$ cat src/rtl/mipi_iodelay_mc.sv
// Multi-channel programmable data delay line with a four-phase configuration port.
// Each channel taps a fixed-depth shift chain at the stage selected by its delay code.
`ifndef MIPI_IODELAY_NBIT
`define MIPI_IODELAY_NBIT 4
`endif

module mipi_iodelay_mc #(
  parameter int P_NCH        = 4,
  parameter int P_DATA_NBIT  = 1,
  parameter int P_DELAY_NBIT = `MIPI_IODELAY_NBIT,
  parameter int P_CH_NBIT    = 2
) (
  input  logic                            clk,
  input  logic                            rst,
  input  logic [P_NCH*P_DATA_NBIT-1:0]    in_dio,
  input  logic                            cfg_req,
  input  logic [1:0]                      cfg_op,
  input  logic [P_CH_NBIT-1:0]            cfg_ch,
  input  logic [P_DELAY_NBIT-1:0]         cfg_delay,
  output logic                            cfg_ack,
  output logic                            cfg_err,
  output logic [P_NCH*P_DATA_NBIT-1:0]    out_dio,
  output logic [P_NCH*P_DELAY_NBIT-1:0]   out_delay
);

  localparam int                      L_DEPTH    = (1 << P_DELAY_NBIT) - 1;
  localparam logic [P_DELAY_NBIT-1:0] L_CODE_MAX = {P_DELAY_NBIT{1'b1}};
  localparam logic [P_DELAY_NBIT-1:0] L_CODE_MIN = {P_DELAY_NBIT{1'b0}};
  localparam logic [P_CH_NBIT:0]      L_NCH      = (P_CH_NBIT+1)'(P_NCH);

  typedef enum logic [1:0] {
    ST_IDLE  = 2'b00,
    ST_APPLY = 2'b01,
    ST_ACK   = 2'b10
  } state_t;

  state_t                    state_r;
  logic [1:0]                cap_op_r;
  logic [P_CH_NBIT-1:0]      cap_ch_r;
  logic [P_DELAY_NBIT-1:0]   cap_delay_r;
  logic                      cfg_ack_r;
  logic                      cfg_err_r;
  logic [P_DELAY_NBIT-1:0]   code_r     [P_NCH];
  logic [P_DELAY_NBIT-1:0]   code_nxt_s [P_NCH];
  logic [P_DATA_NBIT-1:0]    stage_r    [P_NCH][L_DEPTH];
  logic [P_DELAY_NBIT-1:0]   sel_code_s;
  logic                      ch_ok_s;
  logic                      err_nxt_s;
  logic [P_NCH*P_DATA_NBIT-1:0]  out_dio_s;
  logic [P_NCH*P_DELAY_NBIT-1:0] out_delay_s;

  // Free-running shift chains; never flushed by code changes so retuning is glitch-free
  always_ff @(posedge clk or posedge rst) begin
    if (rst) begin
      for (int c = 0; c < P_NCH; c++) begin
        for (int s = 0; s < L_DEPTH; s++) begin
          stage_r[c][s] <= {P_DATA_NBIT{1'b0}};
        end
      end
    end else begin
      for (int c = 0; c < P_NCH; c++) begin
        stage_r[c][0] <= in_dio[c*P_DATA_NBIT +: P_DATA_NBIT];
        for (int s = 1; s < L_DEPTH; s++) begin
          stage_r[c][s] <= stage_r[c][s-1];
        end
      end
    end
  end

  // Current code of the captured channel (zero when the channel does not exist)
  always_comb begin
    sel_code_s = {P_DELAY_NBIT{1'b0}};
    for (int c = 0; c < P_NCH; c++) begin
      sel_code_s = sel_code_s |
                   ((cap_ch_r == P_CH_NBIT'(c)) ? code_r[c] : {P_DELAY_NBIT{1'b0}});
    end
    ch_ok_s = ({1'b0, cap_ch_r} < L_NCH);
  end

  // Next delay codes and error flag for the captured request
  always_comb begin
    code_nxt_s = code_r;
    err_nxt_s  = 1'b0;
    case (cap_op_r)
      2'b00: begin
        if (ch_ok_s) begin
          for (int c = 0; c < P_NCH; c++) begin
            if (cap_ch_r == P_CH_NBIT'(c)) code_nxt_s[c] = cap_delay_r;
            else                           code_nxt_s[c] = code_r[c];
          end
        end else begin
          err_nxt_s = 1'b1;
        end
      end
      2'b01: begin
        if (!ch_ok_s || (sel_code_s == L_CODE_MAX)) begin
          err_nxt_s = 1'b1;
        end else begin
          for (int c = 0; c < P_NCH; c++) begin
            if (cap_ch_r == P_CH_NBIT'(c)) code_nxt_s[c] = sel_code_s + P_DELAY_NBIT'(1'b1);
            else                           code_nxt_s[c] = code_r[c];
          end
        end
      end
      2'b10: begin
        if (!ch_ok_s || (sel_code_s == L_CODE_MIN)) begin
          err_nxt_s = 1'b1;
        end else begin
          for (int c = 0; c < P_NCH; c++) begin
            if (cap_ch_r == P_CH_NBIT'(c)) code_nxt_s[c] = sel_code_s - P_DELAY_NBIT'(1'b1);
            else                           code_nxt_s[c] = code_r[c];
          end
        end
      end
      2'b11: begin
        for (int c = 0; c < P_NCH; c++) begin
          code_nxt_s[c] = cap_delay_r;
        end
      end
      default: begin
        code_nxt_s = code_r;
        err_nxt_s  = 1'b0;
      end
    endcase
  end

  // Configuration handshake FSM; owns the delay code registers
  always_ff @(posedge clk or posedge rst) begin
    if (rst) begin
      state_r     <= ST_IDLE;
      cap_op_r    <= 2'b00;
      cap_ch_r    <= {P_CH_NBIT{1'b0}};
      cap_delay_r <= {P_DELAY_NBIT{1'b0}};
      cfg_ack_r   <= 1'b0;
      cfg_err_r   <= 1'b0;
      for (int c = 0; c < P_NCH; c++) begin
        code_r[c] <= {P_DELAY_NBIT{1'b0}};
      end
    end else begin
      case (state_r)
        ST_IDLE: begin
          cfg_ack_r <= 1'b0;
          if (cfg_req) begin
            cap_op_r    <= cfg_op;
            cap_ch_r    <= cfg_ch;
            cap_delay_r <= cfg_delay;
            state_r     <= ST_APPLY;
          end else begin
            state_r     <= ST_IDLE;
          end
        end
        ST_APPLY: begin
          code_r    <= code_nxt_s;
          cfg_err_r <= err_nxt_s;
          state_r   <= ST_ACK;
        end
        ST_ACK: begin
          // Release only once the ack has actually been presented
          if (cfg_ack_r && !cfg_req) begin
            cfg_ack_r <= 1'b0;
            cfg_err_r <= 1'b0;
            state_r   <= ST_IDLE;
          end else begin
            cfg_ack_r <= 1'b1;
            state_r   <= ST_ACK;
          end
        end
        default: begin
          cfg_ack_r <= 1'b0;
          cfg_err_r <= 1'b0;
          state_r   <= ST_IDLE;
        end
      endcase
    end
  end

  // Per-channel tap select; code 0 bypasses the chain combinationally
  always_comb begin
    out_dio_s   = in_dio;
    out_delay_s = {(P_NCH*P_DELAY_NBIT){1'b0}};
    for (int c = 0; c < P_NCH; c++) begin
      out_delay_s[c*P_DELAY_NBIT +: P_DELAY_NBIT] = code_r[c];
      if (code_r[c] == L_CODE_MIN) begin
        out_dio_s[c*P_DATA_NBIT +: P_DATA_NBIT] = in_dio[c*P_DATA_NBIT +: P_DATA_NBIT];
      end else begin
        out_dio_s[c*P_DATA_NBIT +: P_DATA_NBIT] = stage_r[c][code_r[c] - P_DELAY_NBIT'(1'b1)];
      end
    end
  end

  assign cfg_ack   = cfg_ack_r;
  assign cfg_err   = cfg_err_r;
  assign out_dio   = out_dio_s;
  assign out_delay = out_delay_s;

endmodule

$ cat config.mk
export PLATFORM = sky130hd
export DESIGN_NAME = mipi_iodelay_mc
export DESIGN_NICKNAME = d
export VERILOG_FILES = /design/src/rtl/mipi_iodelay_mc.sv
export SDC_FILE = /design/constraint.sdc
export NUM_CORES = 1
export LEC_CHECK = 0
export BUFFER_PORTS_ARGS = -buffer_cell sky130_fd_sc_hd__buf_2
export CORE_MARGIN = 8
export CORE_UTILIZATION = 63
export DETAILED_ROUTE_END_ITERATION = 10
export PLACE_DENSITY_LB_ADDON = 0.08
export SYNTH_ARGS = -nofsm -noshare
export SYNTH_HDL_FRONTEND = slang
export SYNTH_SLANG_ARGS = --single-unit
$ cat constraint.sdc
create_clock -name clk -period 3.3 [get_ports clk]
set_input_delay 0 -clock clk [delete_from_list [all_inputs] [get_ports clk]]
set_output_delay 0 -clock clk [all_outputs]
set_load 0.05 [all_outputs]
# After elaboration in Yosys (flattened, before gate mapping)
# Cells that the tools add are included.
# W data, S select, Z words.
dict set report totals {
  register_bits 88
  input_bits 15
  output_inout_bits 22
  word_cells 173
}
dict set report op_classes {
  addsub 6
  magnitude_cmp 4
  eq_ne 24
  mux 45
  bitwise 8
  n_reduce_logical 16
}
# operator n
set op_table {}
lappend op_table {{$mux W4} 16}
lappend op_table {{$pmux W16 S4} 1}
lappend op_table {{$mux W16} 2}
lappend op_table {{$ne A2 B2 Y1 const B} 15}
lappend op_table {{$reduce_and A6 Y1} 4}
lappend op_table {{$ge A5 B5 Y1 const B} 4}
lappend op_table {{$logic_not A4 Y1} 5}
lappend op_table {{$not A4 Y5} 4}
lappend op_table {{$sub A4 B1 Y4 const B} 5}
lappend op_table {{$mux W1} 17}
lappend op_table {{$bmux W1 S4} 4}
lappend op_table {{$or A4 B4 Y4} 3}
lappend op_table {{$eq A2 B2 Y1 const B} 5}
lappend op_table {{$eq A2 B1 Y1 const B} 3}
lappend op_table {{$logic_not A2 Y1} 3}
lappend op_table {{$pmux W2 S3} 1}
lappend op_table {{$add A4 B1 Y4 const B} 1}
lappend op_table {{$eq A4 B4 Y1 const B} 1}
lappend op_table {{$pmux W1 S2} 2}
lappend op_table {{$reduce_and A2 Y1} 2}
lappend op_table {{$pmux W1 S3} 1}
lappend op_table {{$mux W2} 1}
lappend op_table {{$logic_and A1 B1 Y1} 1}
lappend op_table {{$logic_not A1 Y1} 1}
lappend op_table {{$not A1 Y1} 1}

# Depth between registers and ports, before layout
dict set report depth {
  depth_word 9
  mapped_depth 8
  mapped_depth_nobuf 8
}

# Least setup slack after synthesis
# Ideal clock, no wire load.
dict set report synth_path {
  path_kind {register -> output}
  start {register code_r (netlist bit out_delay[0])}
  end {output out_dio[0]}
  t_arrival_ns 3.248
  required_time_ns 3.300
  setup_slack_ns 0.052
  stages_incl_launch_ff 9
  n_path_buf 1
  path_cell_list {dfrtp_1 > clkbuf_1 > inv_1 > ha_1 > xor2_1 > mux2_2 > a21oi_1 > o211a_1 > o31ai_1}
}
dict set report synth_between {
  elab_chain_len 6
  word_cells_on_any_way 7
  classes_between {add/sub: 1; mux: 4; bitwise: 1; reduce/logical: 1}
}
# element line
set synth_rtl {}
lappend synth_rtl {{start: declaration} 43} ;# logic [P_DELAY_NBIT-1:0] code_r [P_NCH];
lappend synth_rtl {{start signal: indexed assignment} 137} ;# code_r[c] <= {P_DELAY_NBIT{1'b0}};
lappend synth_rtl {{start signal: assignment} 153} ;# code_r <= code_nxt_s;
lappend synth_rtl {{$sub A4 B1 Y4} 186} ;# out_dio_s[c*P_DATA_NBIT +: P_DATA_NBIT] = stage_r[c][code_r[c] - P_DELAY_NBIT'(1'b1)];
lappend synth_rtl {{$not A4 Y5 (implied by the code)} 186}
lappend synth_rtl {{$bmux W1 S4} 186}
lappend synth_rtl {{$mux W1 (implied by the code) (2 in series)} 186}
lappend synth_rtl {{$mux W1 *} 183} ;# if (code_r[c] == L_CODE_MIN) begin
lappend synth_rtl {{end: declaration} 22} ;# output logic [P_NCH*P_DATA_NBIT-1:0] out_dio,
# Every way passes the cells marked *; elsewhere a longest branch is shown, timed or not. The select of a mux whose other input is x is not followed.

# Worst setup path in the final report
dict set report layout_path {
  start {register code_r (netlist bit out_delay[8])}
  end {output out_dio[2]}
}
# Same word-level chain as after synthesis.

==> impl_metrics.env <==
export IMPL_start_util=0.649
export IMPL_num_rows=28
export IMPL_fp_dieH_um=93.9
export IMPL_hold_viol_final=0
export IMPL_yosys_area_share_simple=0.0786
export IMPL_startpoint_type="flip-flop"
export IMPL_grt_pass1_vias=2513
export IMPL_overflow=0
export IMPL_placed_area_um2=4090
export IMPL_syn_inst=276
export IMPL_path_clk_slew_ns=0.08
export IMPL_place_gp_congestion=0.870
export IMPL_antenna_found_initial=0
export IMPL_maxSlewHeadroom=0.473
export IMPL_synth_edf_count=0
export IMPL_wire_per_inst_um=18.0
export IMPL_synthXorXnorAreaFrac=0.0229
export IMPL_worst_pin_slew_ns=0.789
export IMPL_wirelength_um=7420
export IMPL_via_per_inst=5.71
export IMPL_cp_slowest_cell="dfrtp_1"
export IMPL_hold_slack_ns=0.299
export IMPL_htreeDepth=3
export IMPL_first_iter_violations=105
export IMPL_synth_fp_nets=304
export IMPL_firstDrtPassIters=4
export IMPL_synth_compound_area_frac=0.0672
export IMPL_ys_seq_elements=88
export IMPL_fin_worst_skew_ns=0.00457
export IMPL_port_buffers=36
export IMPL_yosysWarnings=0
export IMPL_grt_setup_unrepaired="false"
export IMPL_fin_area_um2=4460
export IMPL_synth_top_family_by_area="multiplexers"
export IMPL_final_common_cell="dfrtp_1"
export IMPL_clkSinkCount=88
export IMPL_final_cell_mix="dfrtp_1, buf_2, mux2_2"
export IMPL_cts_tree="done"
export IMPL_postSynthAreaPerCell_um2=13.8
export IMPL_syn2layout_area_growth_pct=16.8
export IMPL_vias=2351
export IMPL_whs_path_depth=2
export IMPL_cp_max_fo=10
export IMPL_nets=361
export IMPL_num_antenna_cells=0
export IMPL_grt_max_degree=48
export IMPL_synthAdderAreaFrac=0.0446
export IMPL_reg2reg_depth=7
export IMPL_numCtsBuffers=9
export IMPL_ant_nets=0
export IMPL_worst_path_largest_cell_delay_ns=0.60
export IMPL_max_freq_ghz=0.357
export IMPL_finalSetupTns_ns=0
export IMPL_place_hpwl_um=5100
export IMPL_synthMuxAreaShare=0.183
export IMPL_yosysSeqAreaShare=0.577
export IMPL_path_class="reg2out"
export IMPL_period_needed_ns=2.80
export IMPL_slew_viol_final=0
export IMPL_crit_required_ns=3.30
export IMPL_critPathMostFrequentCell="a21oi_1"
export IMPL_synth_ff_type="dfrtp_1"
export IMPL_worstReg2RegEnd="out_delay[7]$_DFFE_PP0P_"
export IMPL_clk_latency_ns=0.35
export IMPL_period_share=0.848
export IMPL_outcome="finished clean"
export IMPL_drive_above_1_share=0.300
export IMPL_path_cells="inv_1 -> ha_1 -> mux4_2 -> or2_2 -> a21oi_1 -> a21oi_1 -> mux2_2 -> buf_2"
export IMPL_finalSetupViolCount=0
export IMPL_grt_total_usage=0.191
export IMPL_async_flop_share=1.00
export IMPL_die_w_um=93.9
export IMPL_netlist_area_um2=3820
export IMPL_io_pins=37
export IMPL_arrival_ns=2.80
export IMPL_drc=0
export IMPL_yosysUniqueCellTypes=35
export IMPL_hp_class="in2reg"
export IMPL_core_um2=5890
export IMPL_hold_start="in_dio[2]"
export IMPL_dieArea_um2=8810
export IMPL_worstHoldEndpoint="stage_r[29]$_DFF_PP0_"
export IMPL_post_cts_resized=0
export IMPL_regToRegStartpoint="cap_ch_r[0]$_DFFE_PP0P_"
export IMPL_grt_pass1_wl_um=12600
export IMPL_cts_root_buf="clkbuf_8"
export IMPL_clk_path_buf_depth=2
export IMPL_max_cap_violations=0
export IMPL_ff2ff_setup_slack_ns=0.82
export IMPL_endpoint_kind="output pin"
## registers in the layout (all words and copies together), names as in the netlist
signal	cells
cap_ch_r	2
cap_delay_r	4
cap_op_r	2
cfg_ack	1
cfg_err	1
out_delay	16
stage_r	60
state_r	2
## cells in the mapped netlist, types with 2 or more instances
master / count / area, um^2
inv_1: 18 / 67.6
o211ai_1: 3 / 22.5
nand2b_1: 3 / 18.8
clkbuf_1: 7 / 26.3
o21ai_0: 8 / 40.0
or2_2: 3 / 18.8
nand3b_2: 3 / 33.8
mux2i_1: 10 / 100
xnor2_1: 5 / 43.8
nor3b_1: 3 / 22.5
o21bai_1: 2 / 15.0
a21oi_1: 12 / 60.1
xor2_1: 5 / 43.8
mux4_2: 16 / 360
o2bb2ai_1: 4 / 35.0
mux2_2: 21 / 236
nand3b_1: 5 / 37.5
nor2b_1: 3 / 18.8
ha_1: 12 / 150
nand2_1: 19 / 71.3
nor2_1: 8 / 30.0
nor3_1: 6 / 30.0
dfrtp_1: 88 / 2200
## worst max-delay path: cells and delay by family (launching register included)
| kind | cells | cell delay [ns] |
|---|---|---|
| buffers and inverters | 2 | 0.36 |
| multiplexers | 2 | 0.58 |
| AO/OA/AOI/OAI | 2 | 0.18 |
| adder cells (fa/ha/maj) | 1 | 0.43 |
| flip-flops | 1 | 0.60 |
| AND/OR/NAND/NOR | 1 | 0.29 |
## routing by layer
| metal | vias up | routed length [um] | global-route usage | part of all wire |
|---|---|---|---|---|
| met5 | - | 0 | 0 | 0 |
| met4 | 0 | 186 | 0.0898 | 0.025 |
| met3 | 16 | 402 | 0.0655 | 0.054 |
| met2 | 57 | 3480 | 0.289 | 0.47 |
| met1 | 1183 | 3350 | 0.241 | 0.45 |
| li1 | 1095 | - | - | - |
## how the worst max path moves through the flow
| stage | start | end | slack [ns] |
|---|---|---|---|
| 2_1_floorplan | out_delay[0]$_DFFE_PP0P_ | out_dio[0] | 0.05 |
| 3_3_place_gp | cap_ch_r[0]$_DFFE_PP0P_ | out_delay[15]$_DFFE_PP0P_ | 0.84 |
| 3_5_place_dp | cap_ch_r[0]$_DFFE_PP0P_ | out_delay[11]$_DFFE_PP0P_ | 0.84 |
| 4_1_cts | out_delay[8]$_DFFE_PP0P_ | out_dio[2] | 0.47 |
| 5_1_grt | out_delay[4]$_DFFE_PP0P_ | out_dio[1] | 0.29 |
| 6_report | out_delay[8]$_DFFE_PP0P_ | out_dio[2] | 0.50 |
## per-stage QoR
step	std cells	setup WS, ns	utilization
2_1_floorplan	276	0.0524	-
3_3_place_gp	383	0.839	0.694
5_1_grt	412	0.288	0.758
3_5_place_dp	383	0.836	0.694
4_1_cts	412	0.468	0.758
6_report	412	0.501	0.758
## area by class of cell
type                            count  area, um^2
Sequential cell                    88        2200
Multi-Input combinational cell    162        1510
Fill cell                         367        1430
Timing Repair Buffer               54         350
Clock buffer                       10         128
Clock inverter                      5         106
Tap cell                           75        93.8
Inverter                           18        68.8
## cell families after synthesis
group	after synthesis
XOR/XNOR	10
AO/OA/AOI/OAI	37
flip-flops	88
adder cells (fa/ha/maj)	13
multiplexers	47
buffers and inverters	26
AND/OR/NAND/NOR	55
## what timing repair did
item                       in CTS  in global routing
setup buffers                   0                  0
hold endpoints to repair       59                  0
setup endpoints to repair       0                  0
hold buffers                   14                  0
Power is not shown: default switching activity piles up to over one toggle a cycle in this logic, so the estimate is an artifact.
